`src/rtl/lib_allocator_pkg.sv`:
```
// Shared types and sizing helpers for the iSLIP allocator and its priority arbiters.
package lib_allocator_pkg;

    typedef enum logic [1:0] {
        ST_IDLE    = 2'd0,
        ST_ITERATE = 2'd1,
        ST_DONE    = 2'd2
    } alloc_state_e;

    // Holds iteration indices 0..3; ITER tops out at 4.
    localparam int ITER_CNT_W = 2;

    // Binary pointer width for a K-way round-robin; a 1-way port still gets one bit.
    function automatic int ptr_width(input int k);
        return (k > 1) ? $clog2(k) : 1;
    endfunction

endpackage

```
`src/rtl/lib_ppe_ptr.sv`:
```
// Combinational programmable priority arbiter: grants the first set request at or
// after a binary pointer, wrapping around, as a one-hot (or zero) vector.
module lib_ppe_ptr
    import lib_allocator_pkg::*;
#(
    parameter int K  = 4,
    parameter int PW = ptr_width(K)
) (
    input  logic [K-1:0]  req,
    input  logic [PW-1:0] ptr,
    output logic [K-1:0]  grant
);

    logic found;

    // Two passes: indices at/after the pointer first, then the wrapped low indices.
    always_comb begin
        grant = '0;
        found = 1'b0;
        for (int i = 0; i < K; i++) begin
            if (!found && req[i] && (i >= int'(ptr))) begin
                grant[i] = 1'b1;
                found    = 1'b1;
            end
        end
        for (int i = 0; i < K; i++) begin
            if (!found && req[i] && (i < int'(ptr))) begin
                grant[i] = 1'b1;
                found    = 1'b1;
            end
        end
    end

endmodule

```
`src/rtl/lib_allocator_islip.sv`:
```
// iSLIP N x M allocator: captures a request matrix, runs ITER grant/accept rounds
// (one per cycle) and presents the match matrix. Optional LIB_ALLOCATOR_ISLIP_STATS_EN adds o_match_count.
module lib_allocator_islip
    import lib_allocator_pkg::*;
#(
    parameter int N    = 4,
    parameter int M    = 4,
    parameter int ITER = 2
) (
    input  logic                 clk,
    input  logic                 reset_n,
    input  logic                 i_valid,
    output logic                 o_ready,
    input  logic [N-1:0][0:M-1]  i_request,
    output logic                 o_valid,
    input  logic                 i_ready,
    output logic [N-1:0][0:M-1]  o_grant
`ifdef LIB_ALLOCATOR_ISLIP_STATS_EN
    ,
    output logic [31:0]          o_match_count
`endif
);

    localparam int PW_N = ptr_width(N);
    localparam int PW_M = ptr_width(M);

    alloc_state_e             state_reg;
    logic [ITER_CNT_W-1:0]    iter_cnt_reg;
    logic [N-1:0][0:M-1]      req_reg;
    logic [N-1:0][0:M-1]      match_reg;
    logic [N-1:0][0:M-1]      first_acc_reg;
    logic [M-1:0][PW_N-1:0]   gptr_reg;
    logic [N-1:0][PW_M-1:0]   aptr_reg;
    logic [M-1:0][PW_N-1:0]   gptr_next;
    logic [N-1:0][PW_M-1:0]   aptr_next;

    logic [N-1:0]             in_matched;
    logic [M-1:0]             out_matched;
    logic [M-1:0][N-1:0]      out_req;
    logic [M-1:0][N-1:0]      out_gnt;
    logic [N-1:0][M-1:0]      in_gnt;
    logic [N-1:0][M-1:0]      in_acc;
    logic [N-1:0][0:M-1]      accept;
    logic [N-1:0][0:M-1]      first_acc;
    logic                     last_iter;

    genvar gi;

    // Requests involving an already-matched port drop out of later rounds.
    always_comb begin
        in_matched  = '0;
        out_matched = '0;
        for (int i = 0; i < N; i++) begin
            for (int j = 0; j < M; j++) begin
                in_matched[i]  = in_matched[i]  | match_reg[i][j];
                out_matched[j] = out_matched[j] | match_reg[i][j];
            end
        end
    end

    always_comb begin
        out_req = '0;
        in_gnt  = '0;
        accept  = '0;
        for (int i = 0; i < N; i++) begin
            for (int j = 0; j < M; j++) begin
                out_req[j][i] = req_reg[i][j] & ~in_matched[i] & ~out_matched[j];
                in_gnt[i][j]  = out_gnt[j][i];
                accept[i][j]  = in_acc[i][j];
            end
        end
    end

    generate
        for (gi = 0; gi < M; gi++) begin : g_grant
            lib_ppe_ptr #(.K(N), .PW(PW_N)) u_grant (
                .req   (out_req[gi]),
                .ptr   (gptr_reg[gi]),
                .grant (out_gnt[gi])
            );
        end
        for (gi = 0; gi < N; gi++) begin : g_accept
            lib_ppe_ptr #(.K(M), .PW(PW_M)) u_accept (
                .req   (in_gnt[gi]),
                .ptr   (aptr_reg[gi]),
                .grant (in_acc[gi])
            );
        end
    endgenerate

    assign last_iter = (iter_cnt_reg == ITER_CNT_W'(ITER - 1));
    // With a single round the first-round accepts are only available combinationally.
    assign first_acc = (iter_cnt_reg == '0) ? accept : first_acc_reg;

    always_comb begin
        gptr_next = gptr_reg;
        aptr_next = aptr_reg;
        for (int i = 0; i < N; i++) begin
            for (int j = 0; j < M; j++) begin
                if (first_acc[i][j]) begin
                    gptr_next[j] = PW_N'((i + 1) % N);
                    aptr_next[i] = PW_M'((j + 1) % M);
                end
            end
        end
    end

    always_ff @(posedge clk) begin
        if (!reset_n) begin
            state_reg     <= ST_IDLE;
            iter_cnt_reg  <= '0;
            req_reg       <= '0;
            match_reg     <= '0;
            first_acc_reg <= '0;
            gptr_reg      <= '0;
            aptr_reg      <= '0;
        end else begin
            case (state_reg)
                ST_IDLE: begin
                    if (i_valid) begin
                        req_reg       <= i_request;
                        match_reg     <= '0;
                        first_acc_reg <= '0;
                        iter_cnt_reg  <= '0;
                        state_reg     <= ST_ITERATE;
                    end
                end
                ST_ITERATE: begin
                    match_reg    <= match_reg | accept;
                    iter_cnt_reg <= iter_cnt_reg + ITER_CNT_W'(1);
                    if (iter_cnt_reg == '0) begin
                        first_acc_reg <= accept;
                    end
                    if (last_iter) begin
                        gptr_reg  <= gptr_next;
                        aptr_reg  <= aptr_next;
                        state_reg <= ST_DONE;
                    end
                end
                ST_DONE: begin
                    if (i_ready) begin
                        state_reg <= ST_IDLE;
                    end
                end
                default: state_reg <= ST_IDLE;
            endcase
        end
    end

    assign o_ready = (state_reg == ST_IDLE);
    assign o_valid = (state_reg == ST_DONE);
    assign o_grant = o_valid ? match_reg : '0;

`ifdef LIB_ALLOCATOR_ISLIP_STATS_EN
    logic [31:0] match_count_reg;
    logic [31:0] grant_pop;
    logic [32:0] count_sum;

    always_comb begin
        grant_pop = '0;
        for (int i = 0; i < N; i++) begin
            for (int j = 0; j < M; j++) begin
                grant_pop = grant_pop + 32'(o_grant[i][j]);
            end
        end
        count_sum = {1'b0, match_count_reg} + {1'b0, grant_pop};
    end

    always_ff @(posedge clk) begin
        if (!reset_n) begin
            match_count_reg <= '0;
        end else if (o_valid && i_ready) begin
            match_count_reg <= count_sum[32] ? 32'hFFFF_FFFF : count_sum[31:0];
        end
    end

    assign o_match_count = match_count_reg;
`endif

endmodule

```
`config.mk`:
```
export PLATFORM = sky130hd
export DESIGN_NAME = lib_allocator_islip
export DESIGN_NICKNAME = d
export VERILOG_FILES = /design/src/rtl/lib_allocator_pkg.sv /design/src/rtl/lib_ppe_ptr.sv /design/src/rtl/lib_allocator_islip.sv
export SDC_FILE = /design/constraint.sdc
export NUM_CORES = 1
export LEC_CHECK = 0
export ABC_AREA = 0
export BUFFER_PORTS_ARGS = -buffer_cell sky130_fd_sc_hd__buf_2
export CORE_MARGIN = 8
export CORE_UTILIZATION = 25
export DETAILED_ROUTE_END_ITERATION = 10
export GPL_ROUTABILITY_DRIVEN = 0
export PLACE_DENSITY = 0.47
export SLEW_MARGIN = 20
export SYNTH_ARGS = -nofsm -noshare
export SYNTH_HDL_FRONTEND = slang
export SYNTH_SLANG_ARGS = --single-unit
```
`constraint.sdc`:
```
create_clock -name clk -period 3.6 [get_ports clk]
set_clock_uncertainty 0.2 [all_clocks]
set_input_delay 0.18 -clock clk [delete_from_list [all_inputs] [get_ports clk]]
set_output_delay 0.18 -clock clk [all_outputs]
set_load 0.01 [all_outputs]
```
* Word-level counts from Yosys, hierarchy flattened
Cells that the tools add are included.
Word-level totals: output and inout bits 18, memory bits (writable) 0, input port bits 20, memories kept 0, ROM bits 0, bits in latches 0, logic and storage cells 446, register bits after elaboration 68
Cells by class: div/mod/pow operators 0, $mul 0, eq/ne operators 6, shift operators 0, reductions and logical operators 166, add/sub/neg operators 1, muxes and demuxes 138, bitwise logic cells 65, $lt $le $gt $ge 48
Operators with widths (number):
- $logic_and A1 B1 Y1 | 96
- $mux W1 | 96
- $mux W2 | 35
- $pmux W16 S2 | 2
- $logic_not A1 Y1 | 48
- $mux W16 | 3
- $and A1 B1 Y1 | 32
- $ge A1 B2 Y1 const A | 16
- $lt A1 B2 Y1 const A | 16
- $reduce_bool A4 Y1 | 8
- $reduce_and A3 Y1 | 9
- $or A1 B1 Y1 | 24
- $ge A2 B2 Y1 const A | 8
- $lt A2 B2 Y1 const A | 8
- $or A16 B16 Y16 | 1
- $not A1 Y1 | 8
- $pmux W2 S3 | 1
- $eq A2 B1 Y1 const B | 2
- $logic_not A2 Y1 | 2
- $ne A2 B2 Y1 const B | 2
- $pmux W2 S2 | 1
- $reduce_and A2 Y1 | 2
- $add A2 B1 Y2 const B | 1
- $eq A2 B2 Y1 const B | 1
- 2 further kinds | 2

* Depth between registers and ports, before layout
Gate-level depths: netlist of the first run.
word-level depth 61, gate-level depth with buffers 11, gate-level depth less buffers 9

* Cells and area by module
From an unflattened synthesis of the first run, not the netlist that was laid out.
Second synthesis, totals: cells, all modules 550, area total of the unflattened synthesis 4167.7 µm²
By module, submodules not included:
- lib_allocator_islip | instances 1, cells each 414, seq. area each 1361.3 µm², area each 3337.0 µm²
- lib_ppe_ptr | instances 8, cells each 17, seq. area each 0.0 µm², area each 103.8 µm²

* Worst setup path before layout of the first run
No wires, ideal clock.
path type flip-flop to flip-flop, start register match_reg[8] in the netlist's numbering, end register aptr_reg[1] in the netlist's numbering, required time 3284 ps, setup time 116 ps, buffers on the path 0, setup slack 968 ps, cell stages (with the launch flop) 10, period minus slack after synthesis 2632 ps, arrival time 2316 ps, cell sequence dfxtp_1 -> nor4_4 -> a22oi_2 -> a2bb2oi_2 -> o2111ai_4 -> o31ai_1 -> a211oi_2 -> nor3_1 -> o311a_1 -> a41o_1
Between the ends: word-level cells in the longest chain between the ends 42, elaborated cells between the ends (all ways) 99, classes of those cells mux: 30; bitwise: 16; reduce/logical: 53
RTL lines:
- start: declaration | line lib_allocator_islip.sv:30 | logic [N-1:0][0:M-1] match_reg;
- start signal: assignment | line lib_allocator_islip.sv:129 | match_reg <= match_reg | accept;
- $or A1 B1 Y1 | line lib_allocator_islip.sv:55 | in_matched[i] = in_matched[i] | match_reg[i][j];
- $not A1 Y1 | line lib_allocator_islip.sv:67 | out_req[j][i] = req_reg[i][j] & ~in_matched[i] & ~out_matched[j];
- $and A1 B1 Y1 (2 in series) | line lib_allocator_islip.sv:67
- $logic_and A1 B1 Y1 (2 in series) | line lib_ppe_ptr.sv:21 | if (!found && req[i] && (i >= int'(ptr))) begin
- $mux W1 | line lib_ppe_ptr.sv:21
- $logic_not A1 Y1 | line lib_ppe_ptr.sv:21
- $logic_and A1 B1 Y1 | line lib_ppe_ptr.sv:21
- $mux W1 | line lib_ppe_ptr.sv:21
- (+22 left out)
- $logic_and A1 B1 Y1 (2 in series) | line lib_ppe_ptr.sv:27 | if (!found && req[i] && (i < int'(ptr))) begin
- $mux W1 | line lib_ppe_ptr.sv:27
- $logic_not A1 Y1 | line lib_ppe_ptr.sv:27
- $logic_and A1 B1 Y1 (2 in series) | line lib_ppe_ptr.sv:27
- $mux W1 | line lib_ppe_ptr.sv:27
- $mux W16 (*)
- $reduce_bool A4 Y1 (no source line) or $mux W2 (tied branches)
- $reduce_and A3 Y1 (no source line) or $mux W2 (tied branches)
- end signal: assignment | line lib_allocator_islip.sv:136 | aptr_reg <= aptr_next;
- end: declaration | line lib_allocator_islip.sv:33 | logic [N-1:0][PW_M-1:0] aptr_reg;
Every way passes the cells marked *; elsewhere a longest branch is shown, timed or not. A chain may end at the register's enable or synchronous reset.

* Worst setup path in the final report of the first run
start register match_reg[14] in the netlist's numbering, end register gptr_reg[6] in the netlist's numbering
Between the ends: word-level cells in the longest chain between the ends 41, elaborated cells between the ends (all ways) 156, classes of those cells mux: 53; bitwise: 17; reduce/logical: 86
RTL lines:
- $or A1 B1 Y1 | line lib_allocator_islip.sv:56 | out_matched[j] = out_matched[j] | match_reg[i][j];
- $not A1 Y1 | line lib_allocator_islip.sv:67
- $and A1 B1 Y1 | line lib_allocator_islip.sv:67
- $logic_and A1 B1 Y1 | line lib_ppe_ptr.sv:21
- $mux W1 | line lib_ppe_ptr.sv:21
- $logic_not A1 Y1 | line lib_ppe_ptr.sv:21
- $logic_and A1 B1 Y1 (2 in series) | line lib_ppe_ptr.sv:21
- $mux W1 | line lib_ppe_ptr.sv:21
- (+23 left out)
- $logic_and A1 B1 Y1 (2 in series) | line lib_ppe_ptr.sv:21
- $mux W1 | line lib_ppe_ptr.sv:21
- $logic_not A1 Y1 | line lib_ppe_ptr.sv:21
- $logic_and A1 B1 Y1 | line lib_ppe_ptr.sv:21
- $mux W1 | line lib_ppe_ptr.sv:21
- $mux W16 (*)
- $reduce_bool A4 Y1 (no source line) or $mux W2 (tied branches)
- $reduce_and A3 Y1 (no source line) or $mux W2 (tied branches)
- end signal: assignment | line lib_allocator_islip.sv:135 | gptr_reg <= gptr_next;
- end: declaration | line lib_allocator_islip.sv:32 | logic [M-1:0][PW_N-1:0] gptr_reg;
Marked as above.

==> flow_metrics.tcl, run 1 <==
set metrics [dict create \
    insertion_delay_of_the_later_clocked_pin_in_the_worst_skew_pair_ps 340 \
    dpl-instance-area_sq_mm 0.00481 \
    cts.root.buffer_cell "sky130_fd_sc_hd__clkbuf_16" \
    busiest_layer "met2" \
    design.die.area_sq_mm 0.0224 \
    r2r.worst_path.cells 9 \
    postCtsHoldBufs 17 \
    design.core.area_sq_mm 0.0177 \
    sw_pwr_uw 713 \
    synth_warnings 0 \
    drc_violations_left 0 \
    async_flop_share 0 \
    critPathTopFamily "compound AO/OA/AOI/OAI gates" \
    clk_path_buf_depth 2 \
    cp-start-kind "flip-flop" \
    timing.fmax_mhz 304 \
    insertedDiodeCount 0 \
    cts.htree.levels 3 \
    synth_compound_gate_area_share 0.318 \
    seq_area_frac_synth 0.305 \
    timing.final.crit_share 0.914 \
    grt_met1_usage 0.174 \
    timing.critical_path.slowest_stage_cell "sky130_fd_sc_hd__nor4b_1" \
    basic_gate_share_of_the_synthesized_area_counting_and_or_nand_and_nor_cells 0.281 \
    min_from "reset_n" \
    route.detailed.wl_per_inst_microns 17.5 \
    timing.critical_path.fanout_max 8 \
    final-hold-violation-count 0 \
    timing.reg2reg.setup_slack_ps 310 \
    synth_enable_flop_cells 0 \
    yosys.cell_types.count 85 \
    pwr-share-comb 0.217 \
    status "finished, final reports clean" \
    synthesis.area_per_instance_sq_um 7.93 \
    die_height_microns 150 \
    adder_and_majority_gate_portion_of_the_synthesized_area 0.00561 \
    drive_above_1_share 0.188 \
    grt.overflow.total 0 \
    syn_inst 563 \
    max_cap_viol 0 \
    drt-vias-per-instance 5.22 \
    die_w_microns 150 \
    vias 4386 \
    number_of_cts_inserted_buffers 9 \
    crit_path_frequent_cell "sky130_fd_sc_hd__a21oi_1" \
    pwr-share-seq 0.353 \
    floorplan.io_pins 38 \
    maximum_number_of_pins_on_one_net_before_global_route_repair 58 \
    worst_setup_hold_path_clk_slew_ps 60 \
    crit_path_cell_trace "nor4b_1 > and3_1 > a21oi_1 > a21oi_2 > a21oi_1 > a211oi_2 > mux2i_1 > a21o_1 > a221oi_2" \
    stdcell_area_sq_mm 0.00532 \
    numPortBuffers 37 \
    drt_iter0_markers 429 \
    yosys_register_bits 68 \
    effective_utilization_at_floorplan 0.252 \
    dp.final_hpwl_mm 10.8 \
    irDropWorstVdd_mv 0.215 \
    timing.hold.worst_endpoint "aptr_reg[6]" \
    grt_pass1_vias 4107 \
    regToRegEndpoint "gptr_reg[6]" \
    synth_top_family_by_area "compound AO/OA/AOI/OAI gates" \
    cts.repair_timing.setup_buffer_count 0 \
    yosys.area.top_type "sky130_fd_sc_hd__dfxtp_1" \
    rows 49 \
    first_pass_iters 5 \
    global_route.usage.met3 0.0330 \
    internal-power_uw 1650 \
    fin_tns_setup_ps 0 \
    leak_pwr_uw 0.00195 \
    synthXorXnorAreaFrac 0 \
    yosys-mux-area-fraction 0.0224 \
    grt_pass1_wl_mm 23.1 \
    worstHoldPathCells 2 \
    worst_hold_path_type "primary input to flip-flop" \
    syn_nets 585 \
    worst_slew_margin_rel 0.353 \
    dominantRegCellSynth "sky130_fd_sc_hd__dfxtp_1" \
    post_synth_instance_area_sq_mm 0.00446 \
    synthToLayoutAreaGrowth_pct 19.3 \
    setup_crit_path_kind "flip-flop to flip-flop" \
    drt_wl_total_mm 14.7 \
    grt_usage 0.132 \
    post-route-min-period_ps 3290 \
    most-common-layout-cells "sky130_fd_sc_hd__nand2_1 (78), sky130_fd_sc_hd__dfxtp_1 (68), sky130_fd_sc_hd__a21oi_1 (66)" \
    met2_usage 0.203 \
    p_clk_frac 0.431 \
    required_ps 3650 \
    power.switching_fraction 0.302 \
    timing.critical_path.arrival_ps 3340 \
    cp-end-kind "flip-flop" \
    synth.top_cells.by_area "sky130_fd_sc_hd__dfxtp_1 (31%), sky130_fd_sc_hd__a21oi_1 (7.4%), sky130_fd_sc_hd__nand2_1 (6.6%)" \
    most_common_cell_after_layout_fill_and_taps_aside "sky130_fd_sc_hd__nand2_1" \
    yosysTopAreaCellShare 0.305 \
    worstReg2RegStart "match_reg[14]" \
    final_number_of_setup_violating_endpoints 0 \
    tritoncts "built" \
    cts.repair.resized 0 \
    detail-route-antenna-nets 0 \
    timing_max_transition_violations_final 0 \
    power_density_normalized_to_cell_area_mw_per_mm2 443 \
    num-nets-final 628 \
    worstPathBufferInverterCount 0 \
    antenna_found_initial 0 \
    grt_setup_unrepaired "no" \
    max_slew.worst_pin.slew_ps 967 \
    critical-path-max-stage-delay_ps 590 \
    numClockSinks 68 \
]
==> logic make-up (layout without fill, tap and decap cells) <==
kind of cell,Yosys count,in the layout
adder cells (fa/ha/maj),2,2
AND/OR/NAND/NOR,243,243
buffers and inverters,56,104
multiplexers,8,8
flip-flops,68,68
AO/OA/AOI/OAI,186,186
==> area by class of cell <==
class                           instances  area, sq um
Inverter                               20         76.3
Timing Repair Buffer                   68          460
Clock buffer                            9          225
Clock inverter                          7          115
Sequential cell                        68         1360
Tap cell                              229          287
Fill cell                            1884        12400
Multi-Input combinational cell        439         2800
==> how the worst max path moves through the flow <==
stage	from	end	slack (ps)	cells past startpoint
floorplan	match_reg[8]	aptr_reg[1]	970	9
detailed placement	match_reg[14]	gptr_reg[6]	390	9
global placement	match_reg[14]	gptr_reg[6]	350	9
global route	match_reg[8]	gptr_reg[6]	220	10
finish	match_reg[14]	gptr_reg[6]	310	9
CTS	match_reg[14]	gptr_reg[6]	370	9
==> cells in the mapped netlist (3+ instances only) <==
library cell and n:
sky130_fd_sc_hd__a211oi_1 4, sky130_fd_sc_hd__nand2_1 79, sky130_fd_sc_hd__o31ai_1 4, sky130_fd_sc_hd__dfxtp_1 68
sky130_fd_sc_hd__a22o_1 4, sky130_fd_sc_hd__nor2_1 40, sky130_fd_sc_hd__o21ai_0 13, sky130_fd_sc_hd__nor4_1 8
sky130_fd_sc_hd__nand3_1 30, sky130_fd_sc_hd__inv_1 19, sky130_fd_sc_hd__nand2b_1 5, sky130_fd_sc_hd__clkbuf_1 23
sky130_fd_sc_hd__a21oi_1 66, sky130_fd_sc_hd__a32o_1 5, sky130_fd_sc_hd__clkbuf_8 5, sky130_fd_sc_hd__nor4_4 3
sky130_fd_sc_hd__buf_6 3, sky130_fd_sc_hd__o221ai_2 3, sky130_fd_sc_hd__o21ai_2 3, sky130_fd_sc_hd__o21bai_1 4
sky130_fd_sc_hd__nor2b_1 7, sky130_fd_sc_hd__and2_1 28, sky130_fd_sc_hd__a221oi_2 4, sky130_fd_sc_hd__a31oi_2 4
sky130_fd_sc_hd__o22ai_1 4, sky130_fd_sc_hd__and3_1 4, sky130_fd_sc_hd__a31oi_1 7, sky130_fd_sc_hd__a22oi_1 13
sky130_fd_sc_hd__nor4b_1 5, sky130_fd_sc_hd__mux2i_1 4, sky130_fd_sc_hd__nor3_1 17, sky130_fd_sc_hd__o21ai_1 6
sky130_fd_sc_hd__a32oi_1 3
==> layer usage <==
layer,share of wire,routed length (microns),vias to the layer above
li1,-,-,2155
met1,0.47,6820,2079
met2,0.45,6580,130
met3,0.063,919,22
met4,0.023,339,0
met5,0,0,-
==> power groups by stage <==
stage	Clock [uW]	Combinational [uW]	Sequential, uW
final	1020	511	832
after global routing	1080	561	837
after CTS	1040	510	831
after detailed placement	0	493	848
after global placement	0	489	847
after floorplan	0	386	827
==> stage by stage <==
step	cells	utilization	setup WS [ps]	total power (uW)	hold WS, ps
finish	840	0.300	310	2360	72.8
global route	840	0.300	220	2480	76.9
CTS	840	0.300	369	2380	64.8
global placement	807	0.272	349	1340	221
floorplan	563	-	968	1210	114
detailed placement	807	0.272	390	1340	232
(Power assumes the default switching activity.)
==> inputs of run 2 (changes only) <==
--- a/config.mk
+++ b/config.mk
@@ -15,4 +15,5 @@
 export SLEW_MARGIN = 20
 export SYNTH_ARGS = -nofsm -noshare
 export SYNTH_HDL_FRONTEND = slang
+export SYNTH_HIERARCHICAL = 1
 export SYNTH_SLANG_ARGS = --single-unit
==> run 2 against run 1 <==
Net effect:
- count of clock-buffer cells in the layout grew 3
- register-to-register slack lost 40 ps
- sequential cell count unchanged
- largest cell class unchanged
==> flow_metrics.tcl, run 2 <==
set metrics [dict create \
    required_ps 3660 \
    synth_warnings 6 \
    grt_usage 0.134 \
    timing.hold.worst_endpoint "req_reg[8]" \
    seq_area_frac_synth 0.327 \
    rows 47 \
    clk_path_buf_depth 2 \
    irDropWorstVdd_mv 0.265 \
    yosys.area.top_type "sky130_fd_sc_hd__dfxtp_1" \
    cp-start-kind "flip-flop" \
    syn_inst 550 \
    regArea_sq_mm 0.00136 \
    timing_max_transition_violations_final 0 \
    detailedPlace.worstSlack_ps 230 \
    num-nets-final 626 \
    grt_pass1_vias 4016 \
    final.hold.worst_slack_ps 162 \
    timing.critical_path.fanout_max 6 \
    numClockSinks 68 \
    worst_hold_path_type "primary input to flip-flop" \
    timing.critical_path.arrival_ps 3390 \
    fill_count 1809 \
    post-route-min-period_ps 3330 \
    number_of_cts_inserted_buffers 9 \
    design.core.area_sq_mm 0.0165 \
    cts.root.buffer_cell "sky130_fd_sc_hd__clkbuf_16" \
    vias 4245 \
    final.setup.worst_slack_ps 273 \
    grt_setup_unrepaired "no" \
    route.detailed.wl_per_inst_microns 17.3 \
    cp-end-kind "flip-flop" \
    timing.reg2reg.setup_slack_ps 270 \
    effective_utilization_at_floorplan 0.253 \
    timing.final.crit_share 0.924 \
    cts.htree.levels 3 \
    worst_slew_margin_rel 0.341 \
    post_synth_instance_area_sq_mm 0.00417 \
    cell_types_with_the_highest_counts_after_synthesis "sky130_fd_sc_hd__dfxtp_1 (68), sky130_fd_sc_hd__nand2_1 (61), sky130_fd_sc_hd__nor2_1 (61)" \
    worstReg2RegStart "match_reg[7]" \
    antenna_found_initial 0 \
    dominantRegCellSynth "sky130_fd_sc_hd__dfxtp_1" \
    synth.top_cells.by_area "sky130_fd_sc_hd__dfxtp_1 (33%), sky130_fd_sc_hd__a21oi_1 (6.2%), sky130_fd_sc_hd__nand2_1 (5.5%)" \
    multi_input_comb_area_sq_mm 0.00264 \
    drt_iter0_markers 317 \
    drive_above_1_share 0.146 \
    cts.repair_timing.setup_buffer_count 0 \
    yosys.cell_types.count 43 \
    first_pass_iters 5 \
    final-hold-violation-count 0 \
    max_cap_viol 0 \
    grt_pass1_wl_mm 22.6 \
    insertedDiodeCount 0 \
    drc_violations_left 0 \
    synth_enable_flop_cells 0 \
    setup_crit_path_kind "flip-flop to flip-flop" \
    yosysTopAreaCellShare 0.327 \
    power_density_normalized_to_cell_area_mw_per_mm2 421 \
    worst_setup_hold_path_clk_slew_ps 60 \
    yosys_register_bits 68 \
    die_height_microns 145 \
    most-common-layout-cells "sky130_fd_sc_hd__dfxtp_1 (68), sky130_fd_sc_hd__nor2_1 (61), sky130_fd_sc_hd__nand2_1 (61)" \
    numPortBuffers 37 \
    dp.final_hpwl_mm 10.4 \
    min_from "i_valid" \
    tritoncts "built" \
    maximum_number_of_pins_on_one_net_before_global_route_repair 52 \
    r2r.worst_path.cells 12 \
    insertion_delay_of_the_later_clocked_pin_in_the_worst_skew_pair_ps 340 \
    synthesis.area_per_instance_sq_um 7.58 \
    floorplan.io_pins 38 \
    most_common_cell_after_layout_fill_and_taps_aside "sky130_fd_sc_hd__dfxtp_1" \
    grt.overflow.total 0 \
    max_slew.worst_pin.slew_ps 987 \
    final_number_of_setup_violating_endpoints 0 \
    drt_wl_total_mm 14.3 \
    yosysMostFrequentCell "sky130_fd_sc_hd__dfxtp_1" \
    status "finished, final reports clean" \
    syn_nets 572 \
    detail-route-antenna-nets 0 \
    worstHoldPathCells 4 \
    fin_tns_setup_ps 0 \
    leak_pwr_uw 0.00201 \
    async_flop_share 0 \
    regToRegEndpoint "aptr_reg[1]" \
    design.die.area_sq_mm 0.0211 \
    synthToLayoutAreaGrowth_pct 22.4 \
    drt-vias-per-instance 5.12 \
    timing.fmax_mhz 301 \
    die_w_microns 145 \
]
## run 2: cells by family after synthesis
kind of cell,Yosys count,synth area share
flops,68,0.327
fa+ha+maj,2,0.00600
mux,13,0.0348
buf+inv,37,0.0432
compound gates,176,0.281
simple gates,254,0.308
## run 2: where the power goes
group / total, uW / internal (uW) / switching (uW)
Sequential: 800 / 776 / 24.8
Clock: 972 / 625 / 347
Combinational: 375 / 147 / 228
Total: 2150 / 1550 / 600
## run 2: worst max-delay path, stage by stage, from the launching register on
cell and delay (ps):
sky130_fd_sc_hd__dfxtp_1 330, sky130_fd_sc_hd__nor4_1 640, sky130_fd_sc_hd__and3_1 320, sky130_fd_sc_hd__a2bb2oi_1 170, sky130_fd_sc_hd__o22ai_1 80, sky130_fd_sc_hd__and2_1 230, sky130_fd_sc_hd__nor2b_1 150, sky130_fd_sc_hd__o21ai_0 140
sky130_fd_sc_hd__and3_1 280, sky130_fd_sc_hd__nor2_1 70, sky130_fd_sc_hd__a21o_1 180, sky130_fd_sc_hd__or3_1 300, sky130_fd_sc_hd__a21boi_0 150
## run 2: worst max path at each step
stage / startpoint / endpoint / slack [ps] / depth (start not counted)
2_1_floorplan: match_reg[13] / aptr_reg[1] / 810 / 12
3_3_place_gp: match_reg[11] / gptr_reg[1] / 310 / 12
3_5_place_dp: match_reg[11] / gptr_reg[1] / 230 / 12
4_1_cts: match_reg[11] / gptr_reg[1] / 200 / 12
5_1_grt: match_reg[12] / gptr_reg[1] / 40 / 13
6_report: match_reg[7] / aptr_reg[1] / 270 / 12
## run 2: routing by layer
metal / vias up / part of all wire / track usage
met5: - / 0 / 0
met4: 0 / 0.020 / 0.0500
met3: 19 / 0.058 / 0.0239
met2: 129 / 0.47 / 0.221
met1: 2031 / 0.45 / 0.171
li1: 2066 / - / -
## run 2: final cells by class
class | instances | area share
Clock inverter | 4 | 0.0142
Multi-Input combinational cell | 445 | 0.517
Inverter | 12 | 0.00883
Sequential cell | 68 | 0.267
Timing Repair Buffer | 68 | 0.0903
Clock buffer | 12 | 0.0483
Tap cell | 220 | 0.0540
## run 2: what timing repair did
action                     in CTS  in global routing
setup endpoints to repair       0                  1
gates resized for setup         0                  2
hold buffers                   17                  0
hold endpoints to repair       17                  0
## run 2: through the flow
| stage | total power [uW] | std cells | utilization | instance area, sq um |
|---|---|---|---|---|
| global route | 2250 | 829 | 0.310 | 5100 |
| floorplan | 1070 | 550 | - | 4170 |
| CTS | 2160 | 829 | 0.309 | 5090 |
| finish | 2150 | 829 | 0.310 | 5100 |
| global placement | 1170 | 796 | 0.279 | 4600 |
| detailed placement | 1170 | 796 | 0.279 | 4600 |
